==> config.mk <==
export PLATFORM = sky130hd
export DESIGN_NAME = serial_subtractor
export DESIGN_NICKNAME = d
export VERILOG_FILES = /design/src/rtl/serial_subtractor.sv
export SDC_FILE = /design/constraint.sdc
export NUM_CORES = 1
export LEC_CHECK = 0
export CAP_MARGIN = 5
export CORE_UTILIZATION = 56
export DETAILED_ROUTE_END_ITERATION = 6
export PLACE_DENSITY = 0.82
export SLEW_MARGIN = 20
export SYNTH_ARGS = -nofsm -noshare
export SYNTH_HDL_FRONTEND = slang
export SYNTH_SLANG_ARGS = --single-unit
export TNS_END_PERCENT = 5
==> constraint.sdc <==
create_clock -name clk -period 7.2 [get_ports clk]
set_clock_uncertainty 0.1 [all_clocks]
set_input_delay 0.72 -clock clk [delete_from_list [all_inputs] [get_ports clk]]
set_output_delay 0.72 -clock clk [all_outputs]
set_load 0.005 [all_outputs]
==> src/rtl/serial_subtractor.sv <==
// serial_subtractor
//   Computes a - b modulo 2^WIDTH one bit per clock, LSB first. A start
//   request loads both operands. WIDTH clocks later the result is
//   published, and done pulses for one cycle.
//
//   Optional feature macro: SUB_FLAGS_EN. When it is defined, the block adds
//   the zero, negative and overflow result flags.
//
// Ports
//   clk        : single clock, rising edge
//   rst        : synchronous active-high reset
//   start      : begin a subtraction (sampled in IDLE or DONE only)
//   a, b       : minuend / subtrahend, captured on the accepting edge
//   busy       : high while bits are being processed
//   done       : one-cycle pulse when diff/borrow_out are refreshed
//   diff       : a - b modulo 2^WIDTH, held until the next result
//   borrow_out : final borrow, 1 iff a < b (unsigned)
//   zero, negative, overflow : result flags (SUB_FLAGS_EN only)
module serial_subtractor #(
  parameter int WIDTH = 32
) (
  input  logic             clk,
  input  logic             rst,
  input  logic             start,
  input  logic [WIDTH-1:0] a,
  input  logic [WIDTH-1:0] b,
  output logic             busy,
  output logic             done,
  output logic [WIDTH-1:0] diff,
  output logic             borrow_out
`ifdef SUB_FLAGS_EN
  ,
  output logic             zero,
  output logic             negative,
  output logic             overflow
`endif
);

  localparam int CW = $clog2(WIDTH);
  localparam logic [CW-1:0] LAST_BIT = CW'(WIDTH - 1);

  typedef enum logic [1:0] {IDLE, RUN, DONE} state_t;

  state_t           r_state;
  logic [WIDTH-1:0] r_a;
  logic [WIDTH-1:0] r_b;
  logic [WIDTH-2:0] r_res;     // result bits gathered so far, MSB-aligned
  logic             r_borrow;
  logic [CW-1:0]    r_cnt;
`ifdef SUB_FLAGS_EN
  logic             r_a_msb;   // operand signs kept for overflow detection
  logic             r_b_msb;
`endif

  logic [1:0]       w_fs;
  logic             w_d;
  logic             w_bout;
  logic [WIDTH-1:0] w_res_nxt;

  // One-bit full subtractor. Returns {borrow_out, difference}.
  function automatic logic [1:0] fs_bit(input logic x, input logic y,
                                        input logic bin);
    logic d;
    logic bo;
    d  = x ^ y ^ bin;
    bo = (~x & y) | (~(x ^ y) & bin);
    return {bo, d};
  endfunction

  assign w_fs      = fs_bit(r_a[0], r_b[0], r_borrow);
  assign w_d       = w_fs[0];
  assign w_bout    = w_fs[1];
  // New difference bit enters at the MSB end. After WIDTH bits, bit 0 of the
  // result has shifted all the way down to the LSB.
  assign w_res_nxt = {w_d, r_res};

  always_ff @(posedge clk) begin
    if (rst) begin
      r_state    <= IDLE;
      busy       <= 1'b0;
      done       <= 1'b0;
      diff       <= '0;
      borrow_out <= 1'b0;
      r_cnt      <= '0;
      r_borrow   <= 1'b0;
`ifdef SUB_FLAGS_EN
      zero       <= 1'b0;
      negative   <= 1'b0;
      overflow   <= 1'b0;
`endif
    end else begin
      case (r_state)
        IDLE, DONE: begin
          done <= 1'b0;
          if (start) begin
            r_a      <= a;
            r_b      <= b;
            r_borrow <= 1'b0;
            r_cnt    <= '0;
`ifdef SUB_FLAGS_EN
            r_a_msb  <= a[WIDTH-1];
            r_b_msb  <= b[WIDTH-1];
`endif
            busy     <= 1'b1;
            r_state  <= RUN;
          end else begin
            busy     <= 1'b0;
            r_state  <= IDLE;
          end
        end
        RUN: begin
          r_a      <= {1'b0, r_a[WIDTH-1:1]};
          r_b      <= {1'b0, r_b[WIDTH-1:1]};
          r_res    <= w_res_nxt[WIDTH-1:1];
          r_borrow <= w_bout;
          r_cnt    <= r_cnt + 1'b1;
          if (r_cnt == LAST_BIT) begin
            // Outputs change only here, so no partial result is ever visible.
            diff       <= w_res_nxt;
            borrow_out <= w_bout;
`ifdef SUB_FLAGS_EN
            zero       <= (w_res_nxt == '0);
            negative   <= w_d;
            overflow   <= (r_a_msb ^ r_b_msb) & (w_d ^ r_a_msb);
`endif
            busy       <= 1'b0;
            done       <= 1'b1;
            r_state    <= DONE;
          end
        end
        default: begin
          busy    <= 1'b0;
          done    <= 1'b0;
          r_state <= IDLE;
        end
      endcase
    end
  end

endmodule

# Yosys cells after proc, flatten, opt, wreduce, memory -nomap -nowiden
# Index checks and enable logic that the tools add are counted.
totals:
  reg_bits: 138
  in_bits: 67
  out_inout_bits: 35
  elab_cells: 47
classes:
  n_addsub: 1
  eq_ne: 5
  mux: 14
  bitwise: 9
  reduce_logical: 8
ops:
  columns: ["op", "count"]
  rows:
  - ["32-bit case mux with 2 select lines", 2]
  - ["32-bit 2-to-1 mux", 2]
  - ["5-bit case mux with 2 select lines", 1]
  - ["2-bit AND reduction", 3]
  - ["5-bit by 1-bit adder with 5-bit output, second input constant", 1]
  - ["5-bit == test, second input constant", 1]
  - ["5-bit 2-to-1 mux", 1]
  - ["1-bit 2-to-1 mux", 4]
  - ["2-bit inequality test, second input constant", 2]
  - ["1-bit NOT", 4]
  - ["1-bit case mux with 2 select lines", 2]
  - ["2-bit case mux with 2 select lines", 1]
  - ["2-bit OR reduction", 2]
  - ["3-bit AND reduction", 1]
  - ["1-bit AND", 2]
  - ["2-bit by 1-bit == test with 1-bit output, second input constant", 1]
  - ["2-bit == test, second input constant", 1]
  - ["2-bit logical NOT", 1]
  - ["2-bit 2-to-1 mux", 1]
  - ["2-bit nonzero test", 1]
  - ["1-bit XOR", 2]
  - ["1-bit OR", 1]

# Longest topological paths before layout
# Gate-level depths: netlist of run 1.
depth:
  ltp_word: 5
  depth_mapped: 8

# Least setup slack after synthesis of run 1
# No wires, ideal clock.
synth_timing:
  kind: "in2reg"
  from: "input port rst"
  to: "register r_a[0], enable pin"
  setup_time_ns: 0.507
  arrival_time_ns: 4.215
  slack_ns: 2.378
  path_stages: 3
  cell_sequence: "clkbuf_1 -> clkbuf_1 -> a21oi_1"
synth_via:
  elab_chain_len: 2
synth_lines:
  columns: ["item", "line_no", "text"]
  rows:
  - ["start, declared", "23", "input logic rst,"]
  - ["1-bit NOT (no source line)", null, null]
  - ["3-bit AND reduction (no source line)", null, null]
  - ["end signal, assigned", "112", "r_a <= {1'b0, r_a[WIDTH-1:1]};"]
  - ["end, declared", "45", "logic [WIDTH-1:0] r_a;"]
# No other way between the ends.
# A chain may end at the register's enable or synchronous reset.

# Final worst setup path of run 1
layout_timing:
  from: "register r_state[0]"
  to: "register r_a[31], enable pin"
layout_via:
  elab_chain_len: 4
  elab_cells_between_ends: 7
  cone_classes: "eq/ne (3); reduce/logical (4)"
layout_lines:
  columns: ["item", "line_no", "text"]
  rows:
  - ["start, declared", "44", "state_t r_state;"]
  - ["start signal, assigned", "79", "r_state <= IDLE;"]
  - ["start signal, assigned", "105", "r_state <= RUN;"]
  - ["start signal, assigned", "108", "r_state <= IDLE;"]
  - ["2-bit == test or 2-bit logical NOT (tied branches)", "92", "case (r_state)"]
  - ["2-bit OR reduction", "92", null]
  - ["2-bit inequality test (no source line) or 2-bit nonzero test (tied branches)", null, null]
  - ["3-bit AND reduction (no source line) (*)", null, null]
# Every way passes the cells marked *; elsewhere a longest branch is shown, timed or not.

==> results of run 1 <==
==> worst max-delay path: stages, from the launching register on <==
cell and delay, ns:
dfxtp_1 0.72, nand2b_4 0.50, a21oi_4 0.24, buf_4 0.64
==> flip-flops by register name (all words and copies together), names as in the netlist <==
name        count
done            1
r_cnt           5
r_b            32
diff           32
r_a            32
busy            1
r_borrow        1
r_state         2
borrow_out      1
r_res          31
==> power breakdown <==
| group | switching, mW | total (mW) | internal, mW | leakage, nW |
|---|---|---|---|---|
| combinational | 0.0675 | 0.125 | 0.0574 | 1.14 |
| clock | 0.323 | 0.788 | 0.465 | 0.262 |
| sequential | 0.0138 | 0.909 | 0.895 | 1.24 |
==> worst max-delay path by stage <==
stage / startpoint / cells after the start / endpoint / slack (ns)
detailed placement: start / 4 / r_b[20] / 4.35
global route: r_state[0] / 3 / r_b[11] / 4.37
global placement: start / 4 / r_b[15] / 4.45
finish: r_state[0] / 3 / r_a[31] / 4.58
CTS: r_state[0] / 3 / r_b[27] / 4.53
floorplan: rst / 3 / r_a[0] / 2.38
==> cell usage after synthesis, drive strengths merged (3+ instances only) <==
cell / count
clkbuf: 7
nor2: 7
and2: 3
edfxtp: 95
nand2: 250
dfxtp: 43
a21oi: 37
buf: 22
nor3b: 4
nand2b: 5
==> layer usage <==
metal,wire (um),part of all wire [%]
met5,0,0
met4,57,0.57
met3,627,6.3
met2,4970,50
met1,4360,44
==> cell families after synthesis <==
kind of cell | Yosys count
flip-flops | 138
XOR/XNOR | 1
AO/OA/AOI/OAI | 43
multiplexers | 2
buffers and inverters | 31
AND/OR/NAND/NOR | 281
adder cells (fa/ha/maj) | 3
==> cell type report <==
class	count	share of cell area, %
Sequential cell	138	53.1
Clock inverter	11	1.25
Tap cell	129	2.31
Clock buffer	21	6.73
Multi-Input combinational cell	330	21.1
Timing Repair Buffer	106	15.4
Inverter	2	0.107
==> per-stage QoR <==
stage               total power [mW]  hold WS, ns  instance area [um2]
floorplan                      0.995        0.326                 5370
global placement                1.04        0.332                 6390
detailed placement              1.05        0.333                 6390
CTS                             1.83        0.347                 6950
global route                    1.89        0.359                 6990
finish                          1.82        0.351                 6990
==> flow_summary_export.csv, run 1 <==
group,metric,value,unit
run_status,outcome,"complete, no violations",
worst_setup_path,start_kind,"flip-flop",
global_routing,grt-ovfl-total,0,
global_routing,grt_pass1_wl,16300,um
worst_hold_path,min_path_type,"flip-flop to flip-flop",
worst_setup_path,rrSetupSlack,4.58,ns
floorplanning,die_w,99.9,um
clock_network,hold_buffers,0,
finish,fin_cells,737,
worst_setup_path,worstPathMaxFanout,67,
logic_synthesis,synth_xor_area_share,0.163,%
sta,worstMarginPinSlew,0.803,ns
run,drv_cap,0,
clock_network,clkTransAtPathRegs,0.06,ns
logic_synthesis,synthCells,499,
finish,layout_common_cells,"nand2_1, clkdlybuf4s50_1, edfxtp_1",
drt,drt_pre_antenna_iters,5,
drt,drtIter0Drc,189,
sta,finalCritPeriodShare,36.4,%
power_and_ir_drop,ir_drop,0.000156,V
finish,layout-drive-gt1-share,7.40,%
global_routing,antenna_found_initial,0,
logic_synthesis,synth_top_area_cell,"edfxtp_1",
drt,antenna_left,0,
placed_design,place.gp.congestion,0.740,
sta,period_needed,2.62,ns
worst_setup_path,criticalPathCategory,"flip-flop to flip-flop",
global_routing,use_met3,7.10,%
clock_network,cts_setup_buffers,0,
finish,area_growth_syn_to_layout,30.3,%
floorplanning,fp-row-count,35,
drt,wl_per_cell,13.6,um
finish,fin_nets,665,
power_and_ir_drop,p_leak,2.64,nW
placed_design,hpwl,6150,um
clock_network,ctsLongestPathBuffers,2,
floorplanning,io_pins,102,
clock_network,cts_inserted_buffers,17,
sta,maxSlewViolCount,0,
global_routing,grt_pass1_vias,3521,
power_and_ir_drop,power_density,261,nW/um2
worst_hold_path,holdPathEnd,"diff[15]",
finish,n_antenna_cell,0,
drt,drcViolationCount,0,
placed_design,dpl_worst_slack,4.35,ns
logic_synthesis,syn_area,5370,um2
floorplanning,die_height,99.9,um
global_routing,grt_max_degree,68,
worst_setup_path,rr_startpoint,"r_state[0]",
floorplanning,start_util,58.1,%
global_routing,gr-usage-all-layers,21.3,%
logic_synthesis,synth.avg_cell_area,10.8,um2
logic_synthesis,muxShareOfSynthArea,0.420,%
worst_setup_path,rr_worst_depth,3,
logic_synthesis,synth-edff-count,95,
logic_synthesis,yosysWarningCount,0,
clock_network,cts_resized,0,
worst_setup_path,worst_setup_path_end_kind,"flip-flop",
finish,regArea,3710,um2
sta,rsz0062_at_grt,"no",
logic_synthesis,synth_fp_nets,569,
logic_synthesis,synth-compound-area-share,4.27,%
placed_design,dpl.cell_count,703,
logic_synthesis,ys_seq_area_share,69.2,%
clock_network,clock-sinks,138,
logic_synthesis,synth_top_family_by_area,"simple AND/OR/NAND/NOR gates",
global_routing,busiest_layer,"met2",
logic_synthesis,synth_flop_cell,"edfxtp_1",
floorplanning,core,9240,um2
logic_synthesis,synth_simple_gate_area_share,21.5,%
worst_setup_path,arrival,2.66,ns
finish,final_util,75.7,%
drt,drt-total-wl,10000,um
clock_network,cts.htree.levels,4,
drt,via_per_inst,5.11,
logic_synthesis,ys_ff_latch,138,
logic_synthesis,async_reset_ff_share,0,%
finish,fillers,588,
clock_network,cts_tree,"done",
worst_hold_path,min_from,"diff[15]",
finish,final_common_cell,"nand2_1",
sta,setup_slack,4.58,ns
global_routing,grtUsageMet2,33.6,%
logic_synthesis,synth.distinct_cells,32,
finish,multiInputGateArea,1480,um2
worst_setup_path,crit_required,7.23,ns
global_routing,grtUsageMet1,28.2,%
worst_setup_path,rr_endpoint,"r_a[31]",
sta,relSlewSlack,46.5,%
logic_synthesis,synth_area_leaders,"edfxtp_1, nand2_1, dfxtp_1",
logic_synthesis,synth_top_cell_area_share,53.2,%
clock_network,clk-insertion-delay-late,0.51,ns
floorplanning,die_area,9980,um2
drt,vias,3768,
sta,hold_viol_final,0,
clock_network,clockRootBuffer,"clkbuf_8",
placed_design,portBuffers,101,
logic_synthesis,yosys.area_share.adder,0.839,%
sta,fin_setup_tns,0,ns
worst_hold_path,worst_hold_path.num_cells,2,
sta,setup_violations,0,
sta,max_freq,0.381,GHz
No activity file was read; power rests on OpenSTA's default activity.
==> run 2, diff against run 1 <==
- CORE_UTILIZATION: 56 -> 52
- PLACE_DENSITY: 0.82 -> 0.77
- clock period: 7.2 -> 2.47 ns (I/O delays scaled with it)
==> run 2 against run 1 <==
Effect of this change:
- sequential share of layout area down 0.39 points
- critical path depth up 4
- routed wire length about the same
- setup slack worse by 4.2 ns
- count of clock-buffer cells in the layout down 2
- first-iteration DRC count down 20%
- combinational power rose to 2.9 times the previous value
- final cell count up 0.95%
- hold slack worse by 0.065 ns
- flip-flop and latch count unchanged
==> flow_summary_export.csv, run 2 (same netlist as run 1, synthesis figures left out) <==
group,metric,value,unit
finish,layout-drive-gt1-share,8.02,%
finish,fillers,717,
drt,antenna_left,0,
finish,n_antenna_cell,0,
sta,relSlewSlack,58.1,%
finish,area_growth_syn_to_layout,31.3,%
run_status,outcome,"complete, no violations",
floorplanning,fp-row-count,36,
placed_design,dpl_worst_slack,0.376,ns
placed_design,hpwl,6350,um
finish,layout_common_cells,"nand2_1, clkdlybuf4s50_1, edfxtp_1",
sta,maxSlewViolCount,0,
floorplanning,die_w,104,um
global_routing,grt_pass1_vias,3437,
run,drv_cap,0,
finish,fin_cells,744,
global_routing,grt_max_degree,62,
clock_network,hold_buffers,0,
drt,drcViolationCount,0,
floorplanning,core,9910,um2
sta,setup_violations,0,
clock_network,cts_resized,0,
power_and_ir_drop,power_density,769,nW/um2
sta,finalCritPeriodShare,86.3,%
clock_network,clk-insertion-delay-late,0.50,ns
finish,regArea,3710,um2
clock_network,ctsLongestPathBuffers,2,
power_and_ir_drop,p_total,5.42,mW
finish,reg.largest.list,"diff x32, r_a x32, r_b x32",
sta,period_needed,2.13,ns
worst_setup_path,worst_setup_path_end_kind,"flip-flop",
worst_setup_path,arrival,2.43,ns
global_routing,grt-ovfl-total,0,
drt,via_per_inst,4.99,
sta,rsz0062_at_grt,"no",
sta,hold_viol_final,0,
drt,drt-total-wl,10000,um
worst_setup_path,start_kind,"flip-flop",
global_routing,gr-usage-all-layers,19.2,%
placed_design,portBuffers,101,
finish,final_common_cell,"nand2_1",
power_and_ir_drop,ir_drop,0.000412,V
power_and_ir_drop,p_leak,2.67,nW
clock_network,clockRootBuffer,"clkbuf_8",
drt,wl_per_cell,13.4,um
drt,vias,3714,
floorplanning,die_height,104,um
floorplanning,io_pins,102,
placed_design,place.gp.congestion,0.769,
worst_setup_path,slowest_delay,0.38,ns
worst_setup_path,cp_cell_sequence,"ha_1 -> and3_1 -> ha_1 -> and3b_2 -> buf_12 -> nor2_1 -> a211oi_1",
floorplanning,die_area,10700,um2
worst_setup_path,worstPathMaxFanout,24,
sta,max_freq,0.469,GHz
global_routing,antenna_found_initial,0,
floorplanning,start_util,54.2,%
placed_design,dpl.cell_count,712,
worst_setup_path,crit_top_cell,"ha_1",
clock_network,clkTransAtPathRegs,0.06,ns
clock_network,cts_tree,"done",
worst_setup_path,cpMaxStageDelayCell,"dfxtp_1",
clock_network,clock-sinks,138,
clock_network,cts.htree.levels,4,
clock_network,cts_inserted_buffers,17,
worst_setup_path,crit_required,2.76,ns
sta,fin_setup_tns,0,ns
worst_setup_path,criticalPathCategory,"flip-flop to flip-flop",
global_routing,grt_pass1_wl,16300,um
worst_hold_path,min_path_type,"input pin to flip-flop",
sta,holdWs,0.286,ns
sta,worstMarginPinSlew,0.627,ns
finish,multiInputGateArea,1480,um2
sta,setup_slack,0.338,ns
clock_network,cts_setup_buffers,0,
drt,drt_pre_antenna_iters,4,
finish,fin_nets,668,
drt,drtIter0Drc,152,
## run 2: cell count changes in the layout (fill, tap and decap cells not counted), sizes merged
cell | before | now
bufinv | 0 | 1
clkinvlp | 4 | 2
buf | 5 | 8
clkinv | 5 | 2
clkbuf | 21 | 19
inv | 4 | 10
## run 2: cell type report
class                           count  share of cell area, %
Sequential cell                   138                   52.7
Multi-Input combinational cell    330                   21.0
Tap cell                          133                   2.36
Clock inverter                     13                   1.85
Clock buffer                       19                   6.27
Timing Repair Buffer              109                   15.7
Inverter                            2                  0.107
## run 2: path summary, 6_finish.rpt
path                            startpoint          to  slack (ns)  cells past startpoint
worst max register to register    r_cnt[0]  borrow_out        0.34                      7
worst min-delay path                 a[12]     r_a[12]        0.29                      3
worst min register to register    diff[10]    diff[10]        0.35                      2
worst max-delay path              r_cnt[0]  borrow_out        0.34                      7
## run 2: worst max-delay path, delay by kind of cell, from the launching register on
kind / cells / cell delay, ns
AND/OR/NAND/NOR: 3 / 0.60
flip-flops: 1 / 0.38
AO/OA/AOI/OAI: 1 / 0.26
buffers and inverters: 1 / 0.19
adder cells (fa/ha/maj): 2 / 0.49
## run 2: metrics by stage
| step | area [um2] | util [%] |
|---|---|---|
| 2_1_floorplan | 5380 | - |
| 3_3_place_gp | 6470 | 65.3 |
| 3_5_place_dp | 6470 | 65.3 |
| 4_1_cts | 7040 | 71.1 |
| 5_1_grt | 7040 | 71.1 |
| 6_report | 7040 | 71.1 |
## run 2: routing by layer
metal	track usage (%)	share of wire [%]
met5	0	0
met4	7.25	1.4
met3	4.59	5.8
met2	30.9	49
met1	25.3	44
## run 2: power breakdown
part,switching (mW),internal (mW)
clock,0.985,1.42
combinational,0.195,0.172
sequential,0.0407,2.61
==> run 3, diff against run 2 <==
- CELL_PAD_IN_SITES_DETAIL_PLACEMENT: default -> 1
- CELL_PAD_IN_SITES_GLOBAL_PLACEMENT: default -> 2
- CORE_UTILIZATION: 52 -> 33
- CTS_CLUSTER_DIAMETER: default -> 100
- PLACE_DENSITY: 0.77 -> 0.76
- TNS_END_PERCENT: 5 -> 1
==> run 3 against run 2 <==
Effect of this change:
- total power is 1.0% lower
- global-route usage decreased by 5.0 points
- routed wire length increased by 9.9%
- count of clock-buffer cells in the layout down 1
- core utilization is 26 points lower
- non-clock buffer count increased by 1
- clock power is 2% lower
- via count fell by 0.89%
- critical path type unchanged
- largest power group unchanged
==> flow_summary_export.csv, run 3 (same netlist as run 1, synthesis figures left out) <==
group,metric,value,unit
placed_design,dpl.cell_count,796,
placed_design,placedInstanceArea,6570,um2
clock_network,cts_inserted_buffers,17,
worst_setup_path,criticalPathCategory,"flip-flop to flip-flop",
sta,fin_setup_tns,0,ns
worst_setup_path,arrival,2.37,ns
clock_network,clkTransAtPathRegs,0.06,ns
sta,setup_violations,0,
worst_setup_path,critPathBufInv,1,
drt,drt-total-wl,11000,um
finish,fillers,1749,
drt,via_per_inst,4.45,
global_routing,grt_max_degree,64,
finish,layout-drive-gt1-share,8.33,%
sta,worstMarginPinSlew,0.648,ns
worst_setup_path,cp_top_family,"simple AND/OR/NAND/NOR gates",
drt,drcViolationCount,0,
placed_design,portBuffers,101,
finish,n_antenna_cell,0,
sta,hold_viol_final,0,
drt,drt_pre_antenna_iters,4,
finish,final_common_cell,"nand2_1",
run_status,outcome,"complete, no violations",
clock_network,ctsLongestPathBuffers,2,
global_routing,gr-usage-all-layers,14.2,%
power_and_ir_drop,power_density,753,nW/um2
finish,final_cell_area,7120,um2
placed_design,place.gp.congestion,0.705,
clock_network,cts.htree.levels,4,
global_routing,grt_pass1_vias,3721,
global_routing,antenna_found_initial,0,
sta,relSlewSlack,56.8,%
placed_design,hpwl,7380,um
floorplanning,io_pins,102,
clock_network,clockRootBuffer,"clkbuf_16",
sta,max_freq,0.467,GHz
global_routing,grt-ovfl-total,0,
floorplanning,die_height,130,um
drt,vias,3681,
worst_hold_path,min_path_type,"input pin to flip-flop",
floorplanning,fp-row-count,46,
drt,wl_per_cell,13.3,um
worst_setup_path,worst_setup_path_end_kind,"flip-flop",
drt,drtIter0Drc,198,
worst_setup_path,start_kind,"flip-flop",
worst_setup_path,crit_required,2.70,ns
floorplanning,die_w,130,um
clock_network,cts_resized,0,
floorplanning,die_area,16800,um2
finish,layout_common_cells,"nand2_1, clkdlybuf4s50_1, edfxtp_1",
clock_network,cts_tree,"done",
floorplanning,core,15900,um2
run,drv_cap,0,
clock_network,cts_setup_buffers,0,
sta,rsz0062_at_grt,"no",
global_routing,grt_pass1_wl,18100,um
sta,period_needed,2.14,ns
floorplanning,start_util,33.8,%
clock_network,clock-sinks,138,
worst_setup_path,crit_top_cell,"ha_1",
finish,reg.largest.list,"diff x32, r_a x32, r_b x32",
drt,antenna_left,0,
sta,holdWs,0.0573,ns
sta,maxSlewViolCount,0,
worst_setup_path,cp_cell_sequence,"ha_1 -> and3_1 -> ha_1 -> and3b_2 -> buf_4 -> nand2_1 -> a21oi_1",
worst_setup_path,slowest_delay,0.46,ns
sta,finalCritPeriodShare,86.7,%
finish,fin_nets,669,
power_and_ir_drop,ir_drop,0.000510,V
clock_network,clk-insertion-delay-late,0.41,ns
worst_setup_path,cpMaxStageDelayCell,"and3b_2",
finish,area_growth_syn_to_layout,32.7,%
clock_network,hold_buffers,0,
worst_setup_path,worstPathMaxFanout,20,
finish,fin_cells,828,
power_and_ir_drop,p_leak,2.66,nW
-- run 3: layer usage --
| metal | wire, um | track usage (%) | share of wire [%] | up-vias |
|---|---|---|---|---|
| li1 | - | - | - | 1853 |
| met1 | 5080 | 17.9 | 46 | 1724 |
| met2 | 5280 | 23.4 | 48 | 89 |
| met3 | 478 | 3.59 | 4.3 | 15 |
| met4 | 163 | 5.54 | 1.5 | 0 |
| met5 | 0 | 0 | 0 | - |
-- run 3: final timing paths --
kind | from | endpoint | slack, ns | cells past startpoint
max | r_cnt[0] | diff[8] | 0.33 | 7
min | rst | diff[31] | 0.06 | 2
max reg2reg | r_cnt[0] | diff[8] | 0.33 | 7
min reg2reg | diff[12] | diff[12] | 0.35 | 2
-- run 3: stage by stage --
step	setup slack (ns)	utilization, %	total power [mW]
floorplan	0.0140	-	2.90
global placement	0.438	41.4	3.06
detailed placement	0.301	41.4	3.08
CTS	0.279	44.8	5.44
global route	0.120	44.8	5.57
finish	0.329	44.8	5.36
-- run 3: final cells by class --
type	instances	area (um2)	share of cell area [%]
Clock buffer	18	439	6.17
Inverter	2	7.51	0.105
Timing Repair Buffer	110	1100	15.4
Clock inverter	14	110	1.55
Sequential cell	138	3710	52.2
Multi-Input combinational cell	330	1480	20.8
Tap cell	216	270	3.80
-- run 3: report_power, final --
part / total [mW] / switching [mW] / internal [mW]
registers: 2.65 / 0.0402 / 2.61
clock network: 2.34 / 1.01 / 1.33
logic: 0.372 / 0.200 / 0.172
-- run 3: worst register-to-register path, delay by kind of cell, from the launching register on --
family | cells | cell delay [ns]
AND/OR/NAND/NOR | 3 | 0.71
adder cells (fa/ha/maj) | 2 | 0.49
flip-flops | 1 | 0.39
buffers and inverters | 1 | 0.23
AO/OA/AOI/OAI | 1 | 0.15
